[src/rtl/sample_pkg.sv]
// sample_pkg: shared constants for the sample bank playback path.
//   NUM_SAMPLES / ADDR_W / DATA_W : bank geometry and sample width
//   TICK_DIV_DEFAULT              : sys_clk cycles per output sample (12 MHz / 32 kHz)
//   IDLE / WAIT_TICK / READ / CAPTURE : playback FSM state encoding
package sample_pkg;

  localparam int NUM_SAMPLES      = 512;
  localparam int ADDR_W           = 9;
  localparam int DATA_W           = 8;
  localparam int TICK_DIV_DEFAULT = 375;

  localparam logic [1:0] IDLE      = 2'd0;
  localparam logic [1:0] WAIT_TICK = 2'd1;
  localparam logic [1:0] READ      = 2'd2;
  localparam logic [1:0] CAPTURE   = 2'd3;

endpackage

[src/rtl/bank_playback_reader_if.sv]
// bank_playback_reader_if: memory read port plus output sample stream.
//   read_request / read_address : one-cycle read strobe and address to the bank memory
//   rd_data                     : memory data, valid the cycle after read_request
//   sample_out / sample_valid / sample_ready : output stream toward the DAC/PWM stage
// Stream handshake: a sample transfers on every cycle where sample_valid and
// sample_ready are both high; while sample_valid is high and sample_ready is
// low, sample_out holds its value and sample_valid stays high.
// Modports: master = playback reader side, slave = memory/downstream side.
interface bank_playback_reader_if;

  logic                          read_request;
  logic [sample_pkg::ADDR_W-1:0] read_address;
  logic [sample_pkg::DATA_W-1:0] rd_data;
  logic [sample_pkg::DATA_W-1:0] sample_out;
  logic                          sample_valid;
  logic                          sample_ready;

  modport master (
    output read_request, read_address, sample_out, sample_valid,
    input  rd_data, sample_ready
  );

  modport slave (
    input  read_request, read_address, sample_out, sample_valid,
    output rd_data, sample_ready
  );

endinterface

[src/rtl/rate_tick_gen.sv]
// rate_tick_gen: stallable up-counter that saturates at TERM.
//   clk, rst  : clock and synchronous active-high reset
//   clear     : force the count back to zero (wins over enable)
//   enable    : advance by one per cycle while below TERM
//   terminal  : count currently equals TERM
module rate_tick_gen #(
  parameter int TERM = 5,
  parameter int W    = 3
) (
  input  logic clk,
  input  logic rst,
  input  logic clear,
  input  logic enable,
  output logic terminal
);

  localparam logic [W-1:0] TERM_V = W'(TERM);

  logic [W-1:0] count;

  always_ff @(posedge clk) begin
    if (rst || clear) begin
      count <= '0;
    end else if (enable && (count != TERM_V)) begin
      count <= count + 1'b1;
    end
  end

  assign terminal = (count == TERM_V);

endmodule

[src/rtl/bank_playback_reader.sv]
// bank_playback_reader: drains the completed ping-pong bank after each swap.
//   sys_clk, sys_rst : clock and synchronous active-high reset
//   current_bank     : bank being written; any change marks a swap
//   bus (master)     : memory read port and output sample stream
//   busy             : a bank drain is in progress
//   overrun          : sticky, a swap arrived while a drain was in progress
//   fsm_state        : current playback state (IDLE/WAIT_TICK/READ/CAPTURE)
// Each sample costs TICK_DIV cycles: TICK_DIV-2 in WAIT_TICK, one READ, one CAPTURE.
module bank_playback_reader
  import sample_pkg::*;
#(
  parameter int TICK_DIV = TICK_DIV_DEFAULT
) (
  input  logic                  sys_clk,
  input  logic                  sys_rst,
  input  logic                  current_bank,
  bank_playback_reader_if.master bus,
  output logic                  busy,
  output logic                  overrun,
  output logic [1:0]            fsm_state
);

  localparam int              TICK_W    = (TICK_DIV > 2) ? $clog2(TICK_DIV) : 1;
  localparam logic [ADDR_W-1:0] LAST_ADDR = ADDR_W'(NUM_SAMPLES - 1);

  logic [1:0]        state;
  logic [ADDR_W-1:0] addr;
  logic              bank_q;
  logic              swap;
  logic              reg_free;
  logic              load;
  logic              tick_done;

  assign swap     = current_bank ^ bank_q;
  assign reg_free = !bus.sample_valid || bus.sample_ready;
  // A swap during CAPTURE discards the in-flight read.
  assign load     = (state == CAPTURE) && !swap;

  // Terminal at TICK_DIV-3 leaves room for READ and CAPTURE within the period.
  rate_tick_gen #(
    .TERM (TICK_DIV - 3),
    .W    (TICK_W)
  ) u_tick (
    .clk      (sys_clk),
    .rst      (sys_rst),
    .clear    (swap || load),
    .enable   (state == WAIT_TICK),
    .terminal (tick_done)
  );

  always_ff @(posedge sys_clk) begin
    if (sys_rst) begin
      state   <= IDLE;
      addr    <= '0;
      bank_q  <= current_bank;
      overrun <= 1'b0;
    end else begin
      bank_q <= current_bank;
      if (swap) begin
        // Swap beats every other transition and always restarts the drain.
        if (state != IDLE) overrun <= 1'b1;
        addr  <= '0;
        state <= WAIT_TICK;
      end else begin
        case (state)
          IDLE:      state <= IDLE;
          WAIT_TICK: if (tick_done && reg_free) state <= READ;
          READ:      state <= CAPTURE;
          CAPTURE: begin
            if (addr == LAST_ADDR) begin
              state <= IDLE;
            end else begin
              addr  <= addr + 1'b1;
              state <= WAIT_TICK;
            end
          end
          default:   state <= IDLE;
        endcase
      end
    end
  end

  // Output register: a reload in the same cycle as a transfer keeps valid high.
  always_ff @(posedge sys_clk) begin
    if (sys_rst) begin
      bus.sample_out   <= '0;
      bus.sample_valid <= 1'b0;
    end else if (load) begin
      bus.sample_out   <= bus.rd_data;
      bus.sample_valid <= 1'b1;
    end else if (bus.sample_valid && bus.sample_ready) begin
      bus.sample_valid <= 1'b0;
    end
  end

  assign bus.read_request = (state == READ) && !swap;
  assign bus.read_address = addr;
  assign busy             = (state != IDLE);
  assign fsm_state        = state;

endmodule

[src/flat_wrapper.sv]
// flat-port wrapper written by rule: the top's interface ports become plain ports
module bank_playback_reader_flat import sample_pkg::*;
#(
  parameter int TICK_DIV = TICK_DIV_DEFAULT
)
  (sys_clk, sys_rst, current_bank, busy, overrun, fsm_state, bus_read_request, bus_read_address, bus_sample_out, bus_sample_valid, bus_rd_data, bus_sample_ready);
  bank_playback_reader_if bus_i ();
  input  logic sys_clk;
  input  logic sys_rst;
  input  logic current_bank;
  output logic busy;
  output logic overrun;
  output logic [1:0] fsm_state;
  output wire logic [$bits(bus_i.read_request)-1:0] bus_read_request;
  output wire logic [$bits(bus_i.read_address)-1:0] bus_read_address;
  output wire logic [$bits(bus_i.sample_out)-1:0] bus_sample_out;
  output wire logic [$bits(bus_i.sample_valid)-1:0] bus_sample_valid;
  input wire logic [$bits(bus_i.rd_data)-1:0] bus_rd_data;
  input wire logic [$bits(bus_i.sample_ready)-1:0] bus_sample_ready;
  assign bus_read_request = bus_i.read_request;
  assign bus_read_address = bus_i.read_address;
  assign bus_sample_out = bus_i.sample_out;
  assign bus_sample_valid = bus_i.sample_valid;
  assign bus_i.rd_data = bus_rd_data;
  assign bus_i.sample_ready = bus_sample_ready;
  bank_playback_reader #(.TICK_DIV(TICK_DIV)) u_core (.sys_clk(sys_clk), .sys_rst(sys_rst), .current_bank(current_bank), .bus(bus_i), .busy(busy), .overrun(overrun), .fsm_state(fsm_state));
endmodule
[config.mk]
export PLATFORM = sky130hd
export DESIGN_NAME = bank_playback_reader_flat
export DESIGN_NICKNAME = d
export VERILOG_FILES = /design/src/rtl/sample_pkg.sv /design/src/rtl/bank_playback_reader_if.sv /design/src/rtl/rate_tick_gen.sv /design/src/rtl/bank_playback_reader.sv /design/src/flat_wrapper.sv
export SDC_FILE = /design/constraint.sdc
export NUM_CORES = 1
export LEC_CHECK = 0
export ABC_AREA = 1
export CAP_MARGIN = 20
export CELL_PAD_IN_SITES_DETAIL_PLACEMENT = 0
export CELL_PAD_IN_SITES_GLOBAL_PLACEMENT = 1
export CORE_ASPECT_RATIO = 0.9
export CORE_UTILIZATION = 27
export DETAILED_ROUTE_END_ITERATION = 16
export PLACE_DENSITY_LB_ADDON = 0.1
export SKIP_LAST_GASP = 1
export SLEW_MARGIN = 30
export SYNTH_ARGS = -nofsm -noshare
export SYNTH_HDL_FRONTEND = slang
export SYNTH_SLANG_ARGS = --single-unit
[constraint.sdc]
create_clock -name sys_clk -period 1.9 [get_ports sys_clk]
set_input_delay 0.285 -clock sys_clk [delete_from_list [all_inputs] [get_ports sys_clk]]
set_output_delay 0.285 -clock sys_clk [all_outputs]
set_load 0.01 [all_outputs]
[Yosys cells after proc, flatten, opt, wreduce, memory -nomap -nowiden]
Index checks and enable logic that the tools add are counted.
Word-level totals
  logic and storage cells: 42
  bits of input ports: 12
  flip-flop bits (word level): 31
  output and inout port bits: 23
Operators by class
  $add $sub $neg: 2
  bitwise operators: 2
  reduce and logical (&&, ||, !) cells: 16
  eq/ne operators: 8
  muxes and demuxes: 6
Operators by type and width (number)
  9-bit by 1-bit adder with 9-bit output (second input constant): 2
  9-bit == test (second input constant): 2
  9-bit != test (second input constant): 1
  2-bit one-hot mux with 4 select lines: 1
  1-bit logical AND: 5
  2-bit == test (second input constant): 2
  1-bit two-way mux: 4
  2-bit AND reduction: 2
  2-bit nonzero test: 2
  1-bit logical OR: 3
  3-bit by 1-bit != test with 1-bit output (second input constant): 1
  2-bit by 1-bit == test with 1-bit output (second input constant): 1
  1-bit zero test: 2
  2-bit zero test: 1
  2-bit two-way mux: 1
  2-bit by 1-bit != test with 1-bit output (second input constant): 1
  2-bit OR reduction: 1
  1-bit inverter: 1
  1-bit bitwise XOR: 1

[Logic depth before layout (Yosys ltp)]
  depth after elaboration: 6
  depth in mapped cells: 13
  mapped depth without buffers: 13

[Cells and area by module]
From an unflattened synthesis, not the netlist that was laid out.
Unflattened totals
  cell total of the unflattened synthesis: 215
  area total of the unflattened synthesis: 1545.2 um2
By module, submodules not included
  bank_playback_reader: area an instance 1031.0 um2, seq. area each 440.4 um2, cells an instance 138, times used 1
  rate_tick_gen: area an instance 514.2 um2, seq. area each 180.2 um2, cells an instance 77, times used 1

[Worst setup path after synthesis]
Ideal clock, no wire load.
  kind: reg-to-reg
  start point: reg u_core.addr[3] (netlist: u_core.bus.read_address[3])
  end point: reg u_core.addr[2] (netlist: u_core.bus.read_address[2])
  period minus slack after synthesis: 1.632 ns
  required time: 1.783 ns
  library setup time: 0.117 ns
  setup slack: 0.268 ns
  arrival time: 1.515 ns
  path buffers: 0
  cell stages (with the launch flop): 12
  cells stage by stage: dfxtp_1 -> nand2_1 -> nor2_1 -> nand3_1 -> nor3_1 -> ha_1 -> inv_1 -> nand2_2 -> inv_1 -> nand2_1 -> xor2_1 -> nor2_1
Between the ends
  longest elaborated chain between the ends: 3
Ends and longest elaborated chain
  start: declaration: RTL line bank_playback_reader.sv:27  | logic [ADDR_W-1:0] addr;
  start signal: assignment: RTL line bank_playback_reader.sv:73  | addr <= addr + 1'b1;
  9-bit == test: RTL line bank_playback_reader.sv:70  | if (addr == LAST_ADDR) begin
  1-bit inverter (no source line)
  2-bit AND reduction (no source line)
No other way between the ends.
A chain may end at the register's enable or synchronous reset.

[Worst setup path in the final report]
  start point: reg u_core.addr[0] (netlist: u_core.bus.read_address[0])
  end point: reg u_core.state[0] (netlist: u_core.fsm_state[0])
Between the ends
  longest elaborated chain between the ends: 4
Ends and longest elaborated chain
  9-bit == test: RTL line bank_playback_reader.sv:70
  1-bit two-way mux: RTL line bank_playback_reader.sv:70
  2-bit one-hot mux with 4 select lines: RTL line bank_playback_reader.sv:65  | case (state)
  1-bit two-way mux: RTL line bank_playback_reader.sv:59  | if (swap) begin
  end signal: assignment: RTL line bank_playback_reader.sv:66  | IDLE: state <= IDLE;
  end signal: assignment: RTL line bank_playback_reader.sv:67  | WAIT_TICK: if (tick_done && reg_free) state <= READ;
  end signal: assignment: RTL line bank_playback_reader.sv:71  | state <= IDLE;
  end: declaration: RTL line bank_playback_reader.sv:26  | logic [1:0] state;
No other way between the ends.

==> results_dict.tcl <==
set metrics [dict create \
    ys_async_sr_fraction 0 \
    n_fill_cell 575 \
    remaining_drc_errors 0 \
    portBuffers 34 \
    switching_share 0.243 \
    synth_sequential_area_ratio 0.401 \
    gr-usage-all-layers 0.127 \
    syn-mean-instance-area_um2 7.37 \
    cp.arrival_ps 1900 \
    grt_remaining_overflow 0 \
    postSynthNetCount 230 \
    least_margin_pin_slew_ps 390 \
    drt.antenna.violating_nets 0 \
    ff2ff_path_depth 10 \
    placementRows 25 \
    end_kind "flop" \
    cts_sinks 31 \
    clock_insertion_delay_worst_skew_ps 280 \
    holdWs_ps 452 \
    drt_pass1_iterations 4 \
    hpwl_um 2520 \
    final_layout_size_suffix_gt1_frac 0.163 \
    hold_path.class "reg2reg" \
    combPwrFrac 0.114 \
    grt_pass1_wl_um 5650 \
    internal_power_mw 1.06 \
    finish.net_count 276 \
    cts_buffers 5 \
    first_iter_violations 38 \
    die_height_um 73.8 \
    finalWirelength_um 3450 \
    gp_congestion 0.667 \
    report.final.setup_viol 0 \
    routed-via-count 1398 \
    min_period_ps 1680 \
    post_synth_instance_area_um2 1550 \
    timing.setup.tns_ps 0 \
    worst-endpoint-required_ps 2110 \
    synth-edff-count 0 \
    post_cts_buffers 0 \
    p_switching_mw 0.340 \
    synth-seq-cells 31 \
    tritoncts "yes" \
    ys_dominant_reg_cell "dfxtp_1" \
    seqPwrFrac 0.479 \
    synthDistinctLibCells 28 \
    critPathMaxFanout 5 \
    slew_headroom 0.739 \
    cts-root-to-sink-buffers 2 \
    pwr-share-clk 0.407 \
    power.density_nw_per_um2 661 \
    run_status "completed" \
    cts_hold_buf 0 \
    timing.fmax_mhz 594 \
    clock_transition_at_path_regs_ps 70 \
    cap_viol_max_count 0 \
    grt_setup_unrepaired "no" \
    num_io_pins 35 \
    p_leak_nw 0.810 \
    post_synth_inst_count 210 \
    die_w_um 81.8 \
    grt_max_degree 17 \
    area_enclosed_by_the_die_boundary_um2 6040 \
    worstSetupPathType "reg2reg" \
    core_um2 5380 \
    grt_pass1_vias 1221 \
    start_util 0.288 \
    synthesis.yosys.warnings 0 \
    clock_skew_after_layout_ps 4.99 \
    number_of_antenna_violations_at_the_first_check_in_global_routing 0 \
    start_kind "flop" \
    timing_hold_violations_final 0 \
    area_added_between_synthesis_and_finish_pct 37.2 \
    final_critical_path_share_of_the_clock_period 0.886 \
    slew_viol_final 0 \
    worstHoldPathCells 2 \
    cts_root_buffer "clkbuf_8" \
    htree_num_levels 2 \
    post_drt_via_cell_ratio 4.31 \
    antenna_cells 0 \
    timing.reg2reg.setup_slack_ps 220 \
    wire_per_inst_um 10.7 \
    ir_drop_v 0.000340 \
]
==> placed cells by master (no fill, tap or decap), types with 2 or more instances in the layout <==
cell type | synthesis | final
clkbuf_8 | 0 | 7
nor2_2 | 2 | 2
nor3_2 | 0 | 2
nand2_2 | 5 | 5
a21oi_2 | 3 | 3
inv_2 | 6 | 6
dfxtp_2 | 0 | 3
nor2_1 | 16 | 16
nor3_1 | 7 | 5
a21oi_1 | 20 | 20
dfxtp_1 | 31 | 28
nand3_1 | 16 | 16
buf_4 | 0 | 9
ha_1 | 8 | 8
dlymetal6s2s_1 | 0 | 2
nand2_1 | 51 | 51
inv_1 | 23 | 23
clkdlybuf4s50_1 | 0 | 32
nand3b_1 | 2 | 2
o21ai_1 | 6 | 6
==> power by group through the flow <==
stage               logic [mW]  registers, mW  clock network [mW]
floorplan               0.0957          0.688                   0
global placement         0.163          0.686                   0
detailed placement       0.163          0.686                   0
CTS                      0.164          0.672               0.598
global route             0.177          0.673               0.630
finish                   0.160          0.672               0.570
==> per-layer routing <==
metal,part of all wire,routed length [µm],vias to the layer above,GRT usage
met3,0.039,136,5,0.0547
li1,-,-,763,-
met2,0.43,1480,28,0.185
met4,0.016,54,0,0.0526
met5,0,0,-,0
met1,0.52,1780,602,0.162
==> cell type report <==
type	count	area (µm²)	share of cell area
Inverter	29	109	0.0513
Clock buffer	8	100	0.0471
Tap cell	67	83.8	0.0395
Multi-Input combinational cell	146	793	0.374
Timing Repair Buffer	43	413	0.194
Sequential cell	31	624	0.294
==> final timing paths <==
check	start	endpoint
hold / removal	u_core.overrun	u_core.overrun
setup reg to reg	u_core.bus.read_address[0]	u_core.fsm_state[0]
setup / recovery	u_core.bus.read_address[0]	u_core.fsm_state[0]
hold reg to reg	u_core.overrun	u_core.overrun
==> critical path, stage by stage, from the launching register on <==
cell and delay [ps]:
dfxtp_1 330, ha_1 210, nand3_1 140, nor3_2 50, ha_1 170, inv_1 60
nand2_2 80, buf_4 170, o211ai_1 190, nand2_1 90, a21oi_2 110
==> repair_timing <==
item / CTS / global route
setup endpoints to repair: 2 / 4
gates cloned: 0 / 0
pin swaps: 0 / 0
gates resized for setup: 1 / 6
==> stage by stage <==
| stage | cells | utilization | worst slack (ps) | total power, mW | area [µm²] |
|---|---|---|---|---|---|
| final | 324 | 0.395 | 216 | 1.40 | 2120 |
| after floorplan | 210 | - | 268 | 0.784 | 1550 |
| after detailed placement | 316 | 0.373 | 71.6 | 0.849 | 2000 |
| after global routing | 324 | 0.395 | 22.0 | 1.48 | 2120 |
| after CTS | 324 | 0.391 | 2.97 | 1.43 | 2110 |
| after global placement | 316 | 0.373 | 83.9 | 0.850 | 2000 |
==> synthesized netlist by cell type (all sizes together), types with 2 or more instances <==
cell	number	area [µm²]
nand2	57	234
dfxtp	31	621
inv	29	109
buf	3	31.3
nand3	17	90.1
o21ai	7	35.0
a21oi	23	126
nor3	8	51.3
ha	8	100
nand3b	2	15.0
xor2	2	25.0
nor2	18	72.6
==> cells by family (layout without fill, tap and decap cells) <==
logic type,Yosys count,count (layout),synth area share
XOR/XNOR,2,2,0.0162
AND/OR/NAND/NOR,104,104,0.308
flip-flops,31,31,0.401
AO/OA/AOI/OAI,32,32,0.117
adder cells (fa/ha/maj),8,8,0.0647
buffers and inverters,33,80,0.0930
==> sequential cells by signal, indices dropped and copies added (netlist names) <==
| name | cells |
|---|---|
| u_core.bank_q | 1 |
| u_core.bus.sample_valid | 1 |
| u_core.u_tick.count | 9 |
| u_core.bus.sample_out | 8 |
| u_core.bus.read_address | 9 |
| u_core.overrun | 1 |
| u_core.fsm_state | 2 |
Note: power is estimated with default switching activity, not from simulation.
